==> config.mk <==
export PLATFORM = sky130hd
export DESIGN_NAME = rv32i_inst_encoder
export DESIGN_NICKNAME = d
export VERILOG_FILES = /design/src/rtl/rv32i_inst_encoder.sv
export SDC_FILE = /design/constraint.sdc
export NUM_CORES = 1
export LEC_CHECK = 0
export ABC_AREA = 1
export CAP_MARGIN = 20
export CORE_MARGIN = 10
export CORE_UTILIZATION = 35
export DETAILED_ROUTE_END_ITERATION = 7
export HOLD_SLACK_MARGIN = 0.12
export SYNTH_ARGS = -nofsm -noshare
export SYNTH_HDL_FRONTEND = slang
export SYNTH_SLANG_ARGS = --single-unit
==> constraint.sdc <==
create_clock -name clk -period 3.8 [get_ports clk]
set_clock_uncertainty 0.2 [all_clocks]
set_input_delay 0.38 -clock clk [delete_from_list [all_inputs] [get_ports clk]]
set_output_delay 0.38 -clock clk [all_outputs]
set_load 0.02 [all_outputs]
==> src/rtl/rv32i_inst_encoder.sv <==
// RV32I instruction word encoder: turns field-level requests or LFSR-generated fields into legal
// 32-bit instruction words (illegal requests become a flagged NOP) behind a small valid/ready FIFO.
`timescale 1ns/1ps
module rv32i_inst_encoder #(
    parameter int unsigned FIFO_DEPTH = 2,
    parameter bit          ALIGN4     = 1'b1,
    parameter logic [31:0] SEED       = 32'h1ACE_B00C
) (
    input  logic        clk,
    input  logic        rst,
    input  logic        in_valid,
    output logic        in_ready,
    input  logic [3:0]  in_class,
    input  logic [9:0]  in_funct,
    input  logic [4:0]  in_rd,
    input  logic [4:0]  in_rs1,
    input  logic [4:0]  in_rs2,
    input  logic [31:0] in_imm,
    input  logic        gen_en,
    output logic        out_valid,
    input  logic        out_ready,
    output logic [31:0] out_inst,
    output logic        out_err,
    output logic [31:0] emitted_cnt
);

    localparam int unsigned PTR_W     = (FIFO_DEPTH > 1) ? $clog2(FIFO_DEPTH) : 1;
    localparam int unsigned CNT_W     = $clog2(FIFO_DEPTH + 1);
    localparam logic [31:0] LFSR_TAPS = 32'h8020_0003;
    localparam logic [31:0] NOP_INST  = 32'h0000_0013;

    localparam logic [3:0] C_LUI    = 4'd0;
    localparam logic [3:0] C_AUIPC  = 4'd1;
    localparam logic [3:0] C_JAL    = 4'd2;
    localparam logic [3:0] C_JALR   = 4'd3;
    localparam logic [3:0] C_BRANCH = 4'd4;
    localparam logic [3:0] C_LOAD   = 4'd5;
    localparam logic [3:0] C_STORE  = 4'd6;
    localparam logic [3:0] C_OPIMM  = 4'd7;
    localparam logic [3:0] C_OP     = 4'd8;
    localparam logic [3:0] C_FENCE  = 4'd9;
    localparam logic [3:0] C_SYSTEM = 4'd10;

    // Returns {err, word}; an illegal field combination yields {1, NOP}.
    function automatic logic [32:0] encode_word(
        input logic [3:0]  cls,
        input logic [9:0]  funct,
        input logic [4:0]  rd,
        input logic [4:0]  rs1,
        input logic [4:0]  rs2,
        input logic [31:0] imm
    );
        logic [2:0]  f3;
        logic [6:0]  f7;
        logic [31:0] bj;
        logic [31:0] word;
        logic        legal;
        f3    = funct[2:0];
        f7    = funct[9:3];
        bj    = ALIGN4 ? (imm & 32'hFFFF_FFFD) : imm;
        legal = 1'b1;
        word  = NOP_INST;
        case (cls)
            C_LUI:    word = {imm[31:12], rd, 7'h37};
            C_AUIPC:  word = {imm[31:12], rd, 7'h17};
            C_JAL:    word = {bj[20], bj[10:1], bj[11], bj[19:12], rd, 7'h6F};
            C_JALR: begin
                legal = (f3 == 3'd0);
                word  = {imm[11:0], rs1, 3'd0, rd, 7'h67};
            end
            C_BRANCH: begin
                legal = (f3 != 3'd2) && (f3 != 3'd3);
                word  = {bj[12], bj[10:5], rs2, rs1, f3, bj[4:1], bj[11], 7'h63};
            end
            C_LOAD: begin
                legal = f3 inside {3'd0, 3'd1, 3'd2, 3'd4, 3'd5};
                word  = {imm[11:0], rs1, f3, rd, 7'h03};
            end
            C_STORE: begin
                legal = (f3 <= 3'd2);
                word  = {imm[11:5], rs2, rs1, f3, imm[4:0], 7'h23};
            end
            C_OPIMM: begin
                if (f3 == 3'd1) begin
                    legal = (f7 == 7'h00);
                    word  = {f7, imm[4:0], rs1, f3, rd, 7'h13};
                end else if (f3 == 3'd5) begin
                    legal = (f7 == 7'h00) || (f7 == 7'h20);
                    word  = {f7, imm[4:0], rs1, f3, rd, 7'h13};
                end else begin
                    word  = {imm[11:0], rs1, f3, rd, 7'h13};
                end
            end
            C_OP: begin
                legal = (f7 == 7'h00) || ((f7 == 7'h20) && ((f3 == 3'd0) || (f3 == 3'd5)));
                word  = {f7, rs2, rs1, f3, rd, 7'h33};
            end
            C_FENCE: begin
                legal = (f3 == 3'd0);
                word  = {imm[11:0], rs1, f3, rd, 7'h0F};
            end
            // rd, rs1 and funct3 are zero; imm[0] selects ECALL or EBREAK
            C_SYSTEM: word = {11'd0, imm[0], 13'd0, 7'h73};
            default:  legal = 1'b0;
        endcase
        return legal ? {1'b0, word} : {1'b1, NOP_INST};
    endfunction

    // Maps LFSR state onto request fields and nudges funct to the nearest legal value.
    function automatic logic [32:0] generate_word(input logic [31:0] state);
        logic [3:0]  cls;
        logic [2:0]  f3;
        logic [6:0]  f7;
        logic [31:0] imm;
        cls = (state[3:0] > 4'd10) ? C_OPIMM : state[3:0];
        f3  = state[21:19];
        f7  = {1'b0, state[22], 5'd0};
        imm = {{4{state[31]}}, state[31:4]};
        case (cls)
            C_JALR, C_FENCE: f3 = 3'd0;
            C_BRANCH: begin
                if ((f3 == 3'd2) || (f3 == 3'd3)) f3 = 3'd0;
                else                               f3 = f3;
            end
            C_LOAD: begin
                if (f3 == 3'd3)      f3 = 3'd2;
                else if (f3 >= 3'd6) f3 = 3'd5;
                else                 f3 = f3;
            end
            C_STORE: begin
                if (f3 > 3'd2) f3 = 3'd2;
                else           f3 = f3;
            end
            C_OPIMM: begin
                if (f3 != 3'd5) f7 = 7'h00;
                else            f7 = f7;
            end
            C_OP: begin
                if ((f3 != 3'd0) && (f3 != 3'd5)) f7 = 7'h00;
                else                              f7 = f7;
            end
            default: f3 = f3;
        endcase
        return encode_word(cls, {f7, f3}, state[8:4], state[13:9], state[18:14], imm);
    endfunction

    function automatic logic [PTR_W-1:0] ptr_inc(input logic [PTR_W-1:0] p);
        return (p == PTR_W'(FIFO_DEPTH - 1)) ? {PTR_W{1'b0}} : p + PTR_W'(1);
    endfunction

    logic [32:0]      fifo_mem [FIFO_DEPTH];
    logic [PTR_W-1:0] wr_ptr;
    logic [PTR_W-1:0] rd_ptr;
    logic [CNT_W-1:0] count;
    logic [31:0]      lfsr;
    logic [31:0]      lfsr_next;
    logic [31:0]      emitted;
    logic             full;
    logic             push;
    logic             pop;
    logic             gen_push;
    logic [32:0]      req_word;
    logic [32:0]      gen_word;
    logic [32:0]      push_word;

    // Encode both candidate sources every cycle.
    always_comb begin
        req_word = encode_word(in_class, in_funct, in_rd, in_rs1, in_rs2, in_imm);
        gen_word = generate_word(lfsr);
    end

    // Galois LFSR step (right shift, feedback from bit 0).
    always_comb begin
        if (lfsr[0]) lfsr_next = {1'b0, lfsr[31:1]} ^ LFSR_TAPS;
        else         lfsr_next = {1'b0, lfsr[31:1]};
    end

    // Handshake flags and source arbitration; a request always wins over the generator.
    always_comb begin
        full      = (count == CNT_W'(FIFO_DEPTH));
        in_ready  = !full;
        out_valid = (count != {CNT_W{1'b0}});
        pop       = out_valid && out_ready;
        push      = 1'b0;
        gen_push  = 1'b0;
        push_word = req_word;
        if (in_valid) begin
            push      = !full;
            push_word = req_word;
        end else if (gen_en) begin
            push      = !full;
            gen_push  = !full;
            push_word = gen_word;
        end else begin
            push      = 1'b0;
        end
    end

    // Pointers, occupancy, LFSR and handshake counter.
    always_ff @(posedge clk) begin
        if (rst) begin
            wr_ptr  <= {PTR_W{1'b0}};
            rd_ptr  <= {PTR_W{1'b0}};
            count   <= {CNT_W{1'b0}};
            lfsr    <= SEED;
            emitted <= 32'd0;
        end else begin
            if (push) wr_ptr <= ptr_inc(wr_ptr);
            if (pop)  rd_ptr <= ptr_inc(rd_ptr);
            case ({push, pop})
                2'b10:   count <= count + CNT_W'(1);
                2'b01:   count <= count - CNT_W'(1);
                default: count <= count;
            endcase
            if (gen_push) lfsr <= lfsr_next;
            if (pop)      emitted <= emitted + 32'd1;
        end
    end

    // Storage is not reset; the outputs are gated by the occupancy count instead.
    always_ff @(posedge clk) begin
        if (push && !rst) fifo_mem[wr_ptr] <= push_word;
    end

    // Present the head entry, zero when empty.
    always_comb begin
        if (out_valid) {out_err, out_inst} = fifo_mem[rd_ptr];
        else           {out_err, out_inst} = 33'd0;
    end

    assign emitted_cnt = emitted;

endmodule

Yosys cells after proc, flatten, opt, wreduce, memory -nomap -nowiden
Memory sizes are Yosys's and may differ from the RTL's. A register that Yosys moved wholly into a read port is not among the register bits. Cells that the tools add are included.

Add/sub/neg operators: 5. Multipliers: 0. Div/mod/pow operators: 0. $lt $le $gt $ge: 5. Eq/ne operators: 40. Shifts and indexed selects: 0. Muxes and demuxes: 38. Bitwise gates (word level): 1. Reduce and logical (&&, ||, !) cells: 31.

Operators by type and width (count): $pmux 32 s11 (2); $mux 32 (6); $mux 33 (4); $add 32x1->32 const B (1); $eq 4x3->1 const B (8); $eq 4x4->1 const B (6); $eq 4x2->1 const B (4); $eq 7x6->1 const B (2); $logic_not 7->1 (2); $mux 1 (14); $pmux 1 s7 (2); $eq 3x2->1 const B (4); $eq 3x3->1 const B (4); $mux 3 (4); $mux 6 (2); $ne 3x2->1 const B (4); $pmux 3 s4 (1); $pmux 6 s2 (1); $reduce_bool 5->1 (2); $eq 4x1->1 const B (2); $logic_not 4->1 (2); $reduce_or 4->1 (2); $logic_and 1x1->1 (7); $logic_or 1x1->1 (7); other kinds (19) (27).

Register bits: 68. Bits in latches: 0. RAM bits: 66. Bits in read-only memories: 0. Memories: 1.

Memory list: fifo_mem (words 2, bits a word 33, read ports 1, clocked after memory_dff 1, write ports 1, line 151) `logic [32:0] fifo_mem [FIFO_DEPTH];`.

Logic depth before layout (Yosys ltp)
Word-level depth: 13. Mapped depth: 15.

Least setup slack after synthesis
No wires, ideal clock.

Path type: register to register. Start point: register count[1]. End point: memory fifo_mem[0][10] (enable). Data arrival time: 2.413 ns. Path slack: 0.768 ns. Cell stages (with the launch flop): 7. Path through: dfxtp_1 inv_1 nor2_1 inv_1 o21ai_0 or2_2 nor2_1.

Cells in the longest elaborated chain, start to end: 7.

Ends and longest elaborated chain: from (decl) (line 154) `logic [CNT_W-1:0] count;`; from (signal assigned) (line 204) `count <= {CNT_W{1'b0}};`; from (signal assigned) (line 211) `2'b10: count <= count + CNT_W'(1);`; from (signal assigned) (line 212) `2'b01: count <= count - CNT_W'(1);`; $eq 2x2->1 * (line 180) `full = (count == CNT_W'(FIFO_DEPTH));`; $logic_not 1->1 *; named net in_ready (line 12) `output logic in_ready,`; $mux 1 (line 190) `end else if (gen_en) begin`; $mux 1 * (line 187) `if (in_valid) begin`; $logic_and 1x1->1 * (line 222) `if (push && !rst) fifo_mem[wr_ptr] <= push_word;`; $mux 1 * (line 222); $mux 1 (not written as such) * (line 222); to (decl) (line 151).

Mark *: on every way through the listed nets, which the timed path passes. The rest lies on a longest branch.

==> results.py <==
metrics = {
    "timing": {
        "tightest_slew_ps": 685,
        "drv_slew": 0,
        "fin_hold_ws_ps": 265,
        "setup_viol": 0,
        "max_freq_ghz": 0.329,
        "hold_viol": 0,
        "min_period_ps": 3040,
        "maxSlewHeadroom_pct": 53.8,
        "grt_setup_unrepaired": "false",
        "setup_tns_ps": 0,
        "period_share_pct": 80.1,
    },
    "critical_path": {
        "critPathKind": "reg -> out",
        "worstPathRequired_ps": 3220,
        "cp-start-kind": "flop",
        "cp.arrival_ps": 2460,
        "endpoint_kind": "output pin",
        "cp_max_fo": 18,
    },
    "floorplanning": {
        "io_pins": 133,
        "start_util_pct": 35.5,
        "die_w_um": 166,
        "core_area_sq_um": 21000,
        "dieArea_sq_um": 27500,
        "fp.dieH_um": 166,
        "row_count": 53,
    },
    "yosys": {
        "netlist_top_cells_area": "edfxtp_1 (25%), dfxtp_1 (19%), nand2_1 (13%)",
        "ys_seq_area_share_pct": 43.5,
        "synth_top_area_share_pct": 25.0,
        "synth_top_cell_by_area": "edfxtp_1",
        "synth-main-ff-cell": "dfxtp_1",
        "synth_nets": 1049,
        "syn_area_sq_um": 7450,
        "synth_cells": 980,
        "ys_warn_count": 0,
        "syn_area_per_cell_sq_um": 7.60,
        "ys_async_sr_fraction_pct": 0,
        "yosysUniqueCellTypes": 51,
        "synth_edf_count": 62,
        "ys_seq_elements": 131,
    },
    "cells_and_area": {
        "drive_above_1_share_pct": 9.52,
        "layout_common_cells": "nand2_1 (251), clkdlybuf4s50_1 (132), nor2_1 (84), a21oi_1 (80), inv_1 (76)",
        "mostFrequentLayoutCell": "nand2_1",
        "fin_nets": 1169,
        "n_fill_cell": 2106,
        "finalInstanceArea_sq_um": 9560,
        "areaGrowthSynthToFinish_pct": 28.4,
    },
    "min_path": {
        "hold_class": "reg -> reg",
    },
    "grt": {
        "grtUsageTotal_pct": 17.9,
        "antenna_found_initial": 1,
        "overflow": 0,
        "grt_pass1_wl_mm": 40.1,
        "grt_max_degree": 47,
        "grt_pass1_vias": 6929,
    },
    "detailed_routing": {
        "first_pass_iters": 5,
        "wirelength_mm": 25.4,
        "drt_iter0_drc": 674,
        "routedWlPerCell_um": 18.3,
        "via_count": 7268,
        "drc": 0,
        "drtAntennaViolNets": 0,
        "vias_per_cell": 5.23,
    },
    "cts": {
        "clock_latency_ps": 420,
        "cts_htree_levels": 4,
        "cts_tree": "done",
        "cts_resized": 0,
        "cts.sinks": 131,
        "cts-root-buf": "clkbuf_16",
        "cts_setup_buffers": 0,
        "cts_inserted_buffers": 17,
        "holdBufCountCts": 0,
        "clockBufferDepth": 2,
        "path_clk_slew_ps": 60,
    },
    "placed_design": {
        "portBuffers": 132,
        "gp_congestion": 0.928,
        "dpl.hpwl_mm": 19.4,
        "placed_area_sq_um": 8970,
    },
    "flow_run": {
        "cap_violations": 0,
    },
    "status": {
        "outcome": "finished clean",
    },
    "power_and_ir_drop": {
        "peakVddDrop_mv": 0.310,
        "powerDensity_nw_per_um2": 552,
        "cellLeakagePower_nw": 3.69,
        "fin_total_pwr_w": 0.00528,
    },
}
==> cells by family (layout without fill, tap and decap cells) <==
kind of cell,after synthesis,count (layout),share of synthesized area (%)
flops,131,131,43.5
xor+xnor,18,18,2.12
other cells,0,1,0
compound gates,217,217,17.4
simple gates,479,479,28.9
fa+ha+maj,3,3,0.504
buf+inv,132,265,7.51
==> worst paths after layout <==
kind | cells after the start | startpoint | endpoint | slack (ps)
worst min-delay path | 1 | rd_ptr$_SDFFE_PP0P_ | flop | 260
worst max-delay path | 5 | flop | out_inst[31] | 760
worst min register to register | 1 | rd_ptr$_SDFFE_PP0P_ | flop | 260
worst max register to register | 12 | lfsr[0]$_SDFFE_PP0P_ | fifo_mem[0][5]$_DFFE_PP_ | 920
==> synth_stat cells, drive strengths merged (13+ instances only) <==
library cell and instances:
nand2 263, edfxtp 62, nand3 65, nor2 99, nor3 18, a21oi 80, nand4 24, inv 89
dfxtp 69, o21ai 81, clkbuf 29, o211ai 13
==> critical path: stages (launching register included) <==
cell and delay [ps]:
dfxtp_1 310, inv_1 500, buf_4 320, nand2_1 70, a21oi_1 190, clkdlybuf4s50_1 650
==> final cells by class <==
| type | count | area [sq um] | share of cell area [%] |
|---|---|---|---|
| sequential | 131 | 3240 | 33.9 |
| clock buffer | 17 | 425 | 4.45 |
| tap | 275 | 344 | 3.60 |
| inverter | 91 | 347 | 3.63 |
| clock inverter | 15 | 131 | 1.37 |
| antenna | 1 | 2.50 | 0.0262 |
| timing repair buffer | 142 | 1420 | 14.8 |
| multi-input combinational | 717 | 3650 | 38.2 |
==> per-stage QoR <==
step	setup WS (ps)	instances	utilization, %
after global placement	735	1355	42.8
final	757	1389	45.6
after floorplan	768	980	-
after global routing	605	1389	45.6
after detailed placement	730	1355	42.8
after CTS	465	1387	45.5
==> metal layers <==
layer	vias to the layer above	track usage [%]	wire length [um]	share of wire [%]
met4	0	6.24	563	2.2
met5	-	0	0	0
li1	3595	-	-	-
met1	3395	23.9	11800	47
met2	240	28.1	11500	45
met3	38	3.72	1510	5.9
==> flip-flops by register name, summed over array words and instances, names as in the netlist, named ones only <==
register and cells:
count 2, emitted_cnt 32, wr_ptr 1, lfsr 32
fifo_mem 62, rd_ptr 1
==> report_power, final <==
group | total, W | internal, W | switching (W)
logic | 0.00193 | 0.000710 | 0.00122
clock network | 0.00157 | 0.000863 | 0.000703
registers | 0.00178 | 0.00169 | 0.0000985
total | 0.00528 | 0.00326 | 0.00202
Note: power is estimated with default switching activity, not from simulation.
==> edit: new RTL, config.mk and constraints unchanged <==
The parameter `FIFO_DEPTH` goes from 2 to 4.
--- a/src/rtl/rv32i_inst_encoder.sv
+++ b/src/rtl/rv32i_inst_encoder.sv
@@ -2,7 +2,7 @@
 // 32-bit instruction words (illegal requests become a flagged NOP) behind a small valid/ready FIFO.
 `timescale 1ns/1ps
 module rv32i_inst_encoder #(
-    parameter int unsigned FIFO_DEPTH = 2,
+    parameter int unsigned FIFO_DEPTH = 4,
     parameter bit          ALIGN4     = 1'b1,
     parameter logic [31:0] SEED       = 32'h1ACE_B00C
 ) (
Check against the original RTL: not equivalent (a bounded check fails within 4 cycles, from zero or initial values and one cycle with rst high).
==> edit against the original RTL <==
Worst setup slack got worse by 0.28 ns; final cell count rose by 18%; wire length grew 16%; count of clock-buffer cells in the layout unchanged; total power up 32%; clock power up 24%; synthesized cell count grew 16%; combinational power up 23%; area after synthesis is 32% higher; sequential cell count rose by 66; final area up 28%; critical path depth is 1 higher; global-route usage is 1.7 points lower.
==> edit: results (changes against the original RTL) <==
* Worst Min Path Start: emitted_cnt[31] (was rd_ptr)
* Post-DP HPWL at 21.00 mm (was 19.37 mm)
* Vias in the first global route at 8,035 (was 6,929)
* Fill cell count at 2,753 (was 2,106)
* Post-synth EDFFs at 124 (was 62)
* Via-to-Cell Ratio at 5.102 (was 5.233)
* Clock latency on the worst-skew pair at 0.44 ns (was 0.42 ns)
* Cell variety after synth at 55 (was 51)
* Maximum fanout along the worst path at 39 (was 18)
* RR Startpoint: lfsr[1] (was lfsr[0])
* Synth Flop Type: edfxtp_1 (was dfxtp_1)
* Post-synth top cells: nor2_1 (197), nand2_1 (155), edfxtp_1 (124) (was nand2_1 (251), nor2_1 (86), a21oi_1 (80))
* Worst slew pin tran at 0.8417 ns (was 0.6851 ns)
* Layout cells sized above 1 at 0.08610 (was 0.09524)
* DR iter-0 viols at 618 (was 674)
* Antenna violations before repair at 0 (was 1)
* GP Congestion at 0.9001 (was 0.9282)
* Max rail drop VDD at 284.1 uV (was 309.6 uV)
* Syn Nets at 1,208 (was 1,049)
* First-pass GRT wire length at 45.94 mm (was 40.13 mm)
* Status: completed (unchanged)
* Largest net degree at the start of global routing at 63 (was 47)
* Ys async rst share at 0 (unchanged)
* Largest register FFs at 124 (was 62)
* Reg clk slew, reported paths at 0.08 ns (was 0.06 ns)
* Worst EP arrival at 2.75 ns (was 2.46 ns)
* Area post-placement at 11,570 um^2 (was 8972 um^2)
* Area contributors post-synth: edfxtp_1 (38%), dfxtp_1 (15%), nor2_1 (7.5%) (was edfxtp_1 (25%), dfxtp_1 (19%), nand2_1 (13%))
* Sequential-to-total area share from yosys stat at 0.5268 (was 0.4355)
* Leak Pwr at 0.004555 uW (was 0.003694 uW)
* Total inserted antenna cells at 0 (was 1)
edit: power by group through the flow:
stage          clock (uW)  combinational [uW]  sequential (uW)
2_1_floorplan           0                1410             2630
3_3_place_gp            0                2380             2690
3_5_place_dp            0                2390             2700
4_1_cts              1980                2410             2650
5_1_grt              2060                2600             2670
6_report             1940                2370             2650
edit: worst paths after layout:
path	end	slack [ns]	cells past startpoint
worst max-delay path	out_inst[15]	0.47	6
worst min-delay path	emitted_cnt[31]	0.27	2
worst max register to register	fifo_mem[0][17]	0.91	13
worst min register to register	emitted_cnt[31]	0.27	2
edit: cells by family after synthesis:
family / share of synthesized area
xor+xnor: 0.01068
compound gates: 0.1762
flops: 0.5268
fa+ha+maj: 0.01220
simple gates: 0.2097
buf+inv: 0.06445
edit: worst max-delay path, stage by stage, from the launching register on:
cell             delay [ns]
dfxtp_2                0.85
buf_4                  0.30
nor2_1                 0.06
nor2_1                 0.08
o21ai_0                0.09
a21oi_1                0.24
clkdlybuf4s50_1        0.65
edit: layout make-up:
cell class / count / area, um^2 / share of cell area
clock buffer: 17 / 425.4 / 0.03480
clock inverter: 15 / 226.5 / 0.01853
inverter: 103 / 394.1 / 0.03224
multi-input combinational: 784 / 4036 / 0.3302
sequential: 197 / 5186 / 0.4243
tap: 378 / 473.0 / 0.03869
timing repair buffer: 150 / 1481 / 0.1212
edit: stage by stage:
step           hold WS (ns)  worst slack (ns)  power (uW)  instances
6_report             0.2731            0.4747        6959       1644
5_1_grt              0.3100            0.2924        7341       1644
4_1_cts              0.2783            0.4457        7034       1644
3_5_place_dp         0.2639            0.8179        5091       1612
3_3_place_gp         0.2620            0.7934        5076       1612
2_1_floorplan        0.2458            0.7967        4042       1133
edit: layer usage:
layer  global-route usage  wire, um
met5                    0         0
met4              0.05108       591
met2               0.2739     14270
met1               0.2069     12840
met3              0.02931      1757
